[config.mk]
export PLATFORM = sky130hd
export DESIGN_NAME = axi4lite_mem_bridge
export DESIGN_NICKNAME = d
export VERILOG_FILES = /design/src/rtl/axi4lite_mem_bridge.sv
export SDC_FILE = /design/constraint.sdc
export NUM_CORES = 1
export LEC_CHECK = 0
export BUFFER_PORTS_ARGS = -buffer_cell sky130_fd_sc_hd__buf_2
export CORE_MARGIN = 1.5
export CORE_UTILIZATION = 40
export DETAILED_ROUTE_END_ITERATION = 10
export HOLD_SLACK_MARGIN = 0.02
export PLACE_DENSITY = 0.62
export SETUP_SLACK_MARGIN = 0.05
export SLEW_MARGIN = 20
export SYNTH_ARGS = -nofsm -noshare
export SYNTH_HDL_FRONTEND = slang
export SYNTH_SLANG_ARGS = --single-unit
[constraint.sdc]
create_clock -name clk -period 4.15 [get_ports clk]
set_input_delay 0.415 -clock clk [delete_from_list [all_inputs] [get_ports clk]]
set_output_delay 0.415 -clock clk [all_outputs]
set_load 0.01 [all_outputs]
[src/rtl/axi4lite_mem_bridge.sv]
// AXI4-Lite responder that turns each read or write into one request on the
// level-handshake memory bus, with byte strobes via read-modify-write and a response timeout.
module axi4lite_mem_bridge #(
    parameter int ADDR_WIDTH     = 32,
    parameter int DATA_WIDTH     = 32,
    parameter int TIMEOUT_CYCLES = 1024
) (
    input  logic                      clk,
    input  logic                      rstn,
    input  logic                      AWvalid,
    output logic                      AWready,
    input  logic [ADDR_WIDTH-1:0]     AWdata,
    input  logic [2:0]                AWprot,
    input  logic                      Wvalid,
    output logic                      Wready,
    input  logic [DATA_WIDTH-1:0]     Wdata,
    input  logic [DATA_WIDTH/8-1:0]   Wstrb,
    output logic                      Bvalid,
    input  logic                      Bready,
    output logic [1:0]                Bresp,
    input  logic                      ARvalid,
    output logic                      ARready,
    input  logic [ADDR_WIDTH-1:0]     ARdata,
    input  logic [2:0]                ARprot,
    output logic                      Rvalid,
    input  logic                      RReady,
    output logic [DATA_WIDTH-1:0]     Rdata,
    output logic [1:0]                Rresp,
    output logic                      mem_read,
    output logic                      mem_write,
    output logic [ADDR_WIDTH-1:0]     mem_address,
    output logic [DATA_WIDTH-1:0]     mem_write_data,
    input  logic [DATA_WIDTH-1:0]     mem_read_data,
    input  logic                      mem_response
);

    // state  | meaning
    // IDLE   | accepting AW/W (latched independently) or AR
    // RMW_RD | fetching the old word for a partial-strobe write
    // WR     | memory write in flight
    // B_RESP | write response waiting for Bready
    // RD     | memory read in flight
    // R_RESP | read data waiting for RReady
    typedef enum logic [2:0] {IDLE, RMW_RD, WR, B_RESP, RD, R_RESP} state_t;

    localparam int SW = DATA_WIDTH / 8;
    localparam int CW = (TIMEOUT_CYCLES > 1) ? $clog2(TIMEOUT_CYCLES) : 1;
    localparam logic [CW-1:0] TO_LOAD = (TIMEOUT_CYCLES > 0) ? CW'(TIMEOUT_CYCLES - 1) : '0;
    localparam logic [1:0] OKAY   = 2'b00;
    localparam logic [1:0] SLVERR = 2'b10;

    state_t                 state;
    logic                   ready_en;
    logic                   aw_held;
    logic                   w_held;
    logic [ADDR_WIDTH-1:0]  aw_addr;
    logic [DATA_WIDTH-1:0]  w_data;
    logic [SW-1:0]          w_strb;
    logic [CW-1:0]          tmr;

    logic                   aw_fire;
    logic                   w_fire;
    logic                   ar_fire;
    logic                   aw_have;
    logic                   w_have;
    logic [ADDR_WIDTH-1:0]  addr_eff;
    logic [DATA_WIDTH-1:0]  data_eff;
    logic [SW-1:0]          strb_eff;
    logic                   timeout_hit;
    logic                   unused_ok;

    function automatic logic [ADDR_WIDTH-1:0] align(input logic [ADDR_WIDTH-1:0] a);
        return {a[ADDR_WIDTH-1:2], 2'b00};
    endfunction

    function automatic logic [DATA_WIDTH-1:0] merge_bytes(input logic [DATA_WIDTH-1:0] wr,
                                                          input logic [DATA_WIDTH-1:0] rd,
                                                          input logic [SW-1:0]         strb);
        logic [DATA_WIDTH-1:0] m;
        m = rd;
        for (int i = 0; i < SW; i++) begin
            if (strb[i]) m[8*i +: 8] = wr[8*i +: 8];
        end
        return m;
    endfunction

    // ready_en keeps every ready low while reset is asserted, even though the FSM sits in IDLE
    assign AWready = ready_en && (state == IDLE) && !aw_held;
    assign Wready  = ready_en && (state == IDLE) && !w_held;
    assign ARready = ready_en && (state == IDLE) && !aw_held && !w_held && !AWvalid && !Wvalid;

    assign aw_fire = AWvalid && AWready;
    assign w_fire  = Wvalid && Wready;
    assign ar_fire = ARvalid && ARready;
    assign aw_have = aw_held || aw_fire;
    assign w_have  = w_held || w_fire;

    assign addr_eff    = aw_held ? aw_addr : align(AWdata);
    assign data_eff    = w_held ? w_data : Wdata;
    assign strb_eff    = w_held ? w_strb : Wstrb;
    assign timeout_hit = (TIMEOUT_CYCLES != 0) && (tmr == '0);
    assign unused_ok   = ^{AWprot, ARprot, AWdata[1:0], ARdata[1:0]};

    always_ff @(posedge clk or negedge rstn) begin
        if (!rstn) begin
            state          <= IDLE;
            ready_en       <= 1'b0;
            aw_held        <= 1'b0;
            w_held         <= 1'b0;
            aw_addr        <= '0;
            w_data         <= '0;
            w_strb         <= '0;
            tmr            <= '0;
            Bvalid         <= 1'b0;
            Bresp          <= OKAY;
            Rvalid         <= 1'b0;
            Rdata          <= '0;
            Rresp          <= OKAY;
            mem_read       <= 1'b0;
            mem_write      <= 1'b0;
            mem_address    <= '0;
            mem_write_data <= '0;
        end else begin
            ready_en <= 1'b1;
            if (aw_fire) begin
                aw_held <= 1'b1;
                aw_addr <= align(AWdata);
            end
            if (w_fire) begin
                w_held <= 1'b1;
                w_data <= Wdata;
                w_strb <= Wstrb;
            end
            case (state)
                IDLE: begin
                    // dispatch on the edge that completes the AW/W pair
                    if (aw_have && w_have) begin
                        mem_address    <= addr_eff;
                        mem_write_data <= data_eff;
                        if (&strb_eff) begin
                            state     <= WR;
                            mem_write <= 1'b1;
                            tmr       <= TO_LOAD;
                        end else if (strb_eff == '0) begin
                            state  <= B_RESP;
                            Bvalid <= 1'b1;
                            Bresp  <= OKAY;
                        end else begin
                            state    <= RMW_RD;
                            mem_read <= 1'b1;
                            tmr      <= TO_LOAD;
                        end
                    end else if (ar_fire) begin
                        state       <= RD;
                        mem_address <= align(ARdata);
                        mem_read    <= 1'b1;
                        tmr         <= TO_LOAD;
                    end
                end
                RMW_RD: begin
                    if (mem_response) begin
                        mem_write_data <= merge_bytes(mem_write_data, mem_read_data, w_strb);
                        mem_read       <= 1'b0;
                        mem_write      <= 1'b1;
                        tmr            <= TO_LOAD;
                        state          <= WR;
                    end else if (timeout_hit) begin
                        mem_read <= 1'b0;
                        Bvalid   <= 1'b1;
                        Bresp    <= SLVERR;
                        state    <= B_RESP;
                    end else begin
                        tmr <= tmr - 1'b1;
                    end
                end
                WR: begin
                    if (mem_response || timeout_hit) begin
                        mem_write <= 1'b0;
                        Bvalid    <= 1'b1;
                        Bresp     <= mem_response ? OKAY : SLVERR;
                        state     <= B_RESP;
                    end else begin
                        tmr <= tmr - 1'b1;
                    end
                end
                B_RESP: begin
                    if (Bready) begin
                        Bvalid  <= 1'b0;
                        aw_held <= 1'b0;
                        w_held  <= 1'b0;
                        state   <= IDLE;
                    end
                end
                RD: begin
                    if (mem_response) begin
                        mem_read <= 1'b0;
                        Rdata    <= mem_read_data;
                        Rresp    <= OKAY;
                        Rvalid   <= 1'b1;
                        state    <= R_RESP;
                    end else if (timeout_hit) begin
                        mem_read <= 1'b0;
                        Rdata    <= '0;
                        Rresp    <= SLVERR;
                        Rvalid   <= 1'b1;
                        state    <= R_RESP;
                    end else begin
                        tmr <= tmr - 1'b1;
                    end
                end
                R_RESP: begin
                    if (RReady) begin
                        Rvalid <= 1'b0;
                        state  <= IDLE;
                    end
                end
                default: state <= IDLE;
            endcase
        end
    end

endmodule
After elaboration in Yosys (flattened, before gate mapping)
Cells that the tools add are included.
{"block": "word_totals", "word_cells": 165, "ff_bits": 186}
{"block": "op_classes", "n_addsub": 1, "n_mux": 73, "n_reduce_logical": 43, "n_eq_ne": 28}
{"op": "$mux 32", "n": 8}
{"op": "$mux 10", "n": 8}
{"op": "$pmux 32 s2", "n": 1}
{"op": "$pmux 10 s4", "n": 1}
{"op": "$mux 8", "n": 4}
{"op": "$mux 3", "n": 9}
{"op": "$ne 2x2->1 const B", "n": 13}
{"op": "$mux 1", "n": 25}
{"op": "$mux 2", "n": 10}
{"op": "$reduce_and 4->1", "n": 5}
{"op": "$pmux 3 s6", "n": 1}
{"op": "$reduce_and 5->1", "n": 3}
{"op": "$ne 3x3->1 const B", "n": 4}
{"op": "$logic_and 1x1->1", "n": 10}
{"op": "$logic_not 10->1", "n": 1}
{"op": "$reduce_bool 2->1", "n": 5}
{"op": "$sub 10x1->10 const B", "n": 1}
{"op": "$reduce_and 8->1", "n": 1}
{"op": "$reduce_bool 4->1", "n": 2}
{"op": "$reduce_and 7->1", "n": 1}
{"op": "$eq 3x2->1 const B", "n": 2}
{"op": "$eq 3x3->1 const B", "n": 2}
{"op": "$ne 2x1->1 const B", "n": 3}
{"op": "$pmux 2 s3", "n": 1}
{"op": "17 further kinds", "n": 24}

Longest topological paths before layout
{"block": "depth", "depth_word": 10, "depth_mapped": 8}

Worst setup path before layout
Ideal clock, no wire load.
{"block": "synth_timing", "kind": "register to register", "start": "register state[1]", "end": "register mem_address[10]", "t_required_ns": 4.025, "arrival_ns": 2.000, "setup_slack_ns": 2.025, "path_stages_with_launch": 8, "cell_sequence": "dfrtp_1 buf_2 nor3_4 a31oi_2 nor2_2 buf_2 mux2_2 mux2_2"}
{"block": "synth_via", "elab_chain_cells": 9, "elab_cells_between_ends": 16, "classes_between": "1 x mux; 15 x reduce/logical"}
{"item": "from (decl)", "line_no": "52", "rtl": "state_t state;"}
{"item": "from (signal assigned)", "line_no": "106", "rtl": "state <= IDLE;"}
{"item": "from (signal assigned)", "line_no": "141", "rtl": "state <= WR;"}
{"item": "from (signal assigned)", "line_no": "145", "rtl": "state <= B_RESP;"}
{"item": "$logic_not 3->1 *"}
{"item": "$logic_and 1x1->1", "line_no": "88, 89, 90"}
{"item": "$logic_and 1x1->1", "line_no": "88, 90"}
{"item": "$logic_and 1x1->1 (3 in series)", "line_no": "90", "rtl": "assign ARready = ready_en && (state == IDLE) && !aw_held && !w_held && !AWvalid && !Wvalid;"}
{"item": "$logic_and 1x1->1", "line_no": "94", "rtl": "assign ar_fire = ARvalid && ARready;"}
{"item": "$reduce_bool 2->1 (no line)"}
{"item": "$reduce_and 2->1 (no line)"}
{"item": "to (signal assigned)", "line_no": "138", "rtl": "mem_address <= addr_eff;"}
{"item": "to (signal assigned)", "line_no": "155", "rtl": "mem_address <= align(ARdata);"}
{"item": "to (decl)", "line_no": "31", "rtl": "output logic [ADDR_WIDTH-1:0] mem_address,"}
Every way passes the cells marked *; elsewhere a longest branch is shown, timed or not.
A chain may end at the register's enable or synchronous reset.

Worst setup path in the final report
{"block": "layout_timing", "start": "register state[2]", "end": "register mem_address[2]"}
Same word-level chain as after synthesis.

==> results.sh <==
export IMPL_core_area_mm2=0.0219
export IMPL_first_pass_iters=4
export IMPL_postCtsHoldBufs=0
export IMPL_cts_setup_buffers=0
export IMPL_cts_root_buf="clkbuf_16"
export IMPL_layout_common_cells="237 x buf_2, 188 x mux2_2, 181 x dfrtp_1"
export IMPL_ctsResizeCount=0
export IMPL_place_hpwl_um=15300
export IMPL_yosys_cell_types_count=67
export IMPL_path_buf_inv=1
export IMPL_vias=6476
export IMPL_viasPerCell=5.24
export IMPL_grt_ovfl_total=0
export IMPL_cts_tree="built"
export IMPL_worst_skew_pair_late_latency_ns=0.43
export IMPL_status="finished, final reports clean"
export IMPL_grt_first_pass_wirelength_um=36300
export IMPL_grt_pass1_vias=6749
export IMPL_path_clk_slew_ns=0.07
export IMPL_yosys_most_used_dff="dfrtp_1"
export IMPL_vdd_ir_drop_worst_mv=0.362
export IMPL_setup_viol=0
export IMPL_ys_seq_elements=182
export IMPL_grt_max_degree=93
export IMPL_final_util=0.503
export IMPL_period_needed_ns=2.76
export IMPL_tns_ns=0
export IMPL_area_growth_pct=22.8
export IMPL_wire_per_inst_um=18.0
export IMPL_yosys_warnings=0
export IMPL_p_per_area_mw_per_mm2=834
export IMPL_r2r_setup_slack_ns=1.39
export IMPL_rows=54
export IMPL_max_slew_worst_pin_slew_ns=0.974
export IMPL_finalClockSkew_ns=0.0149
export IMPL_final_common_cell="buf_2"
export IMPL_ios=253
export IMPL_timing_rr_end="mem_address[2]"
export IMPL_crit_slowest_cell="dfrtp_1"
export IMPL_fin_crit_sh=0.666
export IMPL_worstHoldPathType="input pin to asynchronous set/reset pin"
export IMPL_die_w_um=153
export IMPL_slew_headroom=0.348
export IMPL_fmax_mhz=362
export IMPL_synth_async_reset_ratio=1.00
export IMPL_dp_slack_ns=1.39
export IMPL_fill_cells=2029
export IMPL_gp_congestion=0.841
export IMPL_start_kind="register"
export IMPL_die_h_um=153
export IMPL_routed_wl_um=22300
export IMPL_cp_top_family="flip-flops"
export IMPL_p_leak_nw=5.28
export IMPL_slew_violations=0
export IMPL_grt_util_all_layers=0.195
export IMPL_postSynthCellCount=721
export IMPL_arrival_ns=3.07
export IMPL_fin_nets=1091
export IMPL_start_util=0.410
export IMPL_port_buffer_count=238
export IMPL_required_ns=4.45
export IMPL_r2r_start="state[2]"
export IMPL_postRouteAntennaNets=0
export IMPL_hold_viol=0
export IMPL_path_class="register to register"
export IMPL_drc=0
export IMPL_ys_seq_area_frac=0.508
export IMPL_final_layout_size_suffix_gt1_frac=0.510
export IMPL_numCtsBuffers=17
export IMPL_drv_cap=0
export IMPL_syn_avg_cell_area_um2=12.4
export IMPL_cts_sinks=182
export IMPL_cp_end_kind="register"
export IMPL_critical_path_max_stage_delay_ns=0.67
export IMPL_reg2reg_depth=6
export IMPL_clk_path_buf_depth=2
export IMPL_cp_max_fo=32
export IMPL_cp_cell_sequence="nor3_4 -> a31oi_2 -> nor2_2 -> buf_4 -> mux2_2 -> mux2_1"
export IMPL_rsz0062_at_grt="no"
export IMPL_design_die_area_mm2=0.0233
export IMPL_setup_ws_ns=1.39
export IMPL_antenna_found_initial=2
export IMPL_syn_area_mm2=0.00897
export IMPL_first_iter_violations=312
export IMPL_cts_max_level=4
export IMPL_synth_enable_flop_cells=0
final cells by class:
type	instances	area, µm²	area share
flip-flops and latches	182	4560	0.414
multi-input cells	486	4180	0.380
repair buffers	249	1290	0.118
clock buffers	20	437	0.0397
well taps	280	350	0.0318
clock inverters	12	164	0.0149
inverters	7	26.3	0.00239
diodes	1	2.50	0.000227
report_power, final:
| group | leakage, nW | internal (W) | switching (W) | total [W] |
|---|---|---|---|---|
| Sequential | 2.21 | 0.00267 | 0.000560 | 0.00323 |
| Clock | 0.284 | 0.000960 | 0.000723 | 0.00168 |
| Combinational | 2.78 | 0.00225 | 0.00202 | 0.00427 |
| Total | 5.28 | 0.00587 | 0.00330 | 0.00918 |
registers in the layout, summed over array words and instances, names as in the netlist, 3 cells and up:
signal	count
state	3
mem_address	30
w_strb	4
Rdata	32
w_data	32
mem_write_data	32
aw_addr	30
tmr	10
cell usage after synthesis, types with 3 or more instances:
cell      count  share of area
mux2_2      188           0.24
dfrtp_1     182           0.51
nor2_1       47          0.020
a21oi_1      43          0.024
a22o_1       38          0.037
mux2i_1      32          0.036
clkbuf_1     24          0.010
buf_2        19          0.011
nand2_1      14         0.0059
a31oi_1      11         0.0077
inv_1         7         0.0029
nor3_1        7         0.0039
nand3_1       6         0.0033
o211ai_1      6         0.0050
o21ai_0       6         0.0033
o31ai_1       6         0.0050
and3_1        5         0.0035
a21boi_4      4         0.0084
and2_1        4         0.0028
buf_4         4         0.0033
a21o_1        3         0.0025
a22oi_1       3         0.0025
nor3b_2       3         0.0042
nor4_1        3         0.0021
worst reg2reg max path: cells and delay by family, from the launching register on:
family,cells,cell delay (ns)
buffers and inverters,1,0.43
and+or+nand+nor,2,0.63
AOI/OAI and AO/OA,1,0.23
muxes,2,0.68
DFF,1,0.67
worst max path at each step:
stage / startpoint / end / slack (ns) / depth (start not counted)
floorplan: state[1] / mem_address[10] / 2.03 / 7
global placement: state[2] / mem_address[2] / 1.40 / 6
detailed placement: state[2] / mem_address[2] / 1.39 / 6
CTS: state[2] / mem_address[2] / 1.38 / 6
global route: state[2] / mem_address[2] / 1.15 / 6
finish: state[2] / mem_address[2] / 1.39 / 6
metal layers:
metal  part of all wire  track usage  wire length [µm]  vias to the layer above
met4              0.010       0.0499               227                        2
met1               0.45        0.247             10000                     3219
met3              0.040       0.0435               902                       17
met2               0.50        0.337             11100                      136
li1                   -            -                 -                     3102
met5            0.00054            0                12                        -
cells by family (layout without fill, tap and decap cells):
kind of cell | Yosys count | count (layout) | share of synthesized area
muxes | 221 | 221 | 0.273
DFF | 182 | 182 | 0.508
AOI/OAI and AO/OA | 146 | 146 | 0.121
and+or+nand+nor | 111 | 111 | 0.0663
buffers and inverters | 56 | 288 | 0.0278
adders and majority gates | 2 | 2 | 0.00279
other | 2 | 6 | 0.000837
xor gates and xnor gates | 1 | 1 | 0.000977
stage by stage:
stage                     power (W)  hold WS [ns]  std cells  instance area [µm²]
after global routing        0.00983        0.0809       1237                11000
after CTS                   0.00928        0.0697       1236                11000
after detailed placement    0.00757         0.485       1204                10400
after global placement      0.00747         0.474       1204                10400
after floorplan             0.00630         0.119        724                 8980
final                       0.00918        0.0489       1237                11000
Power figures use the tool's default switching activity.
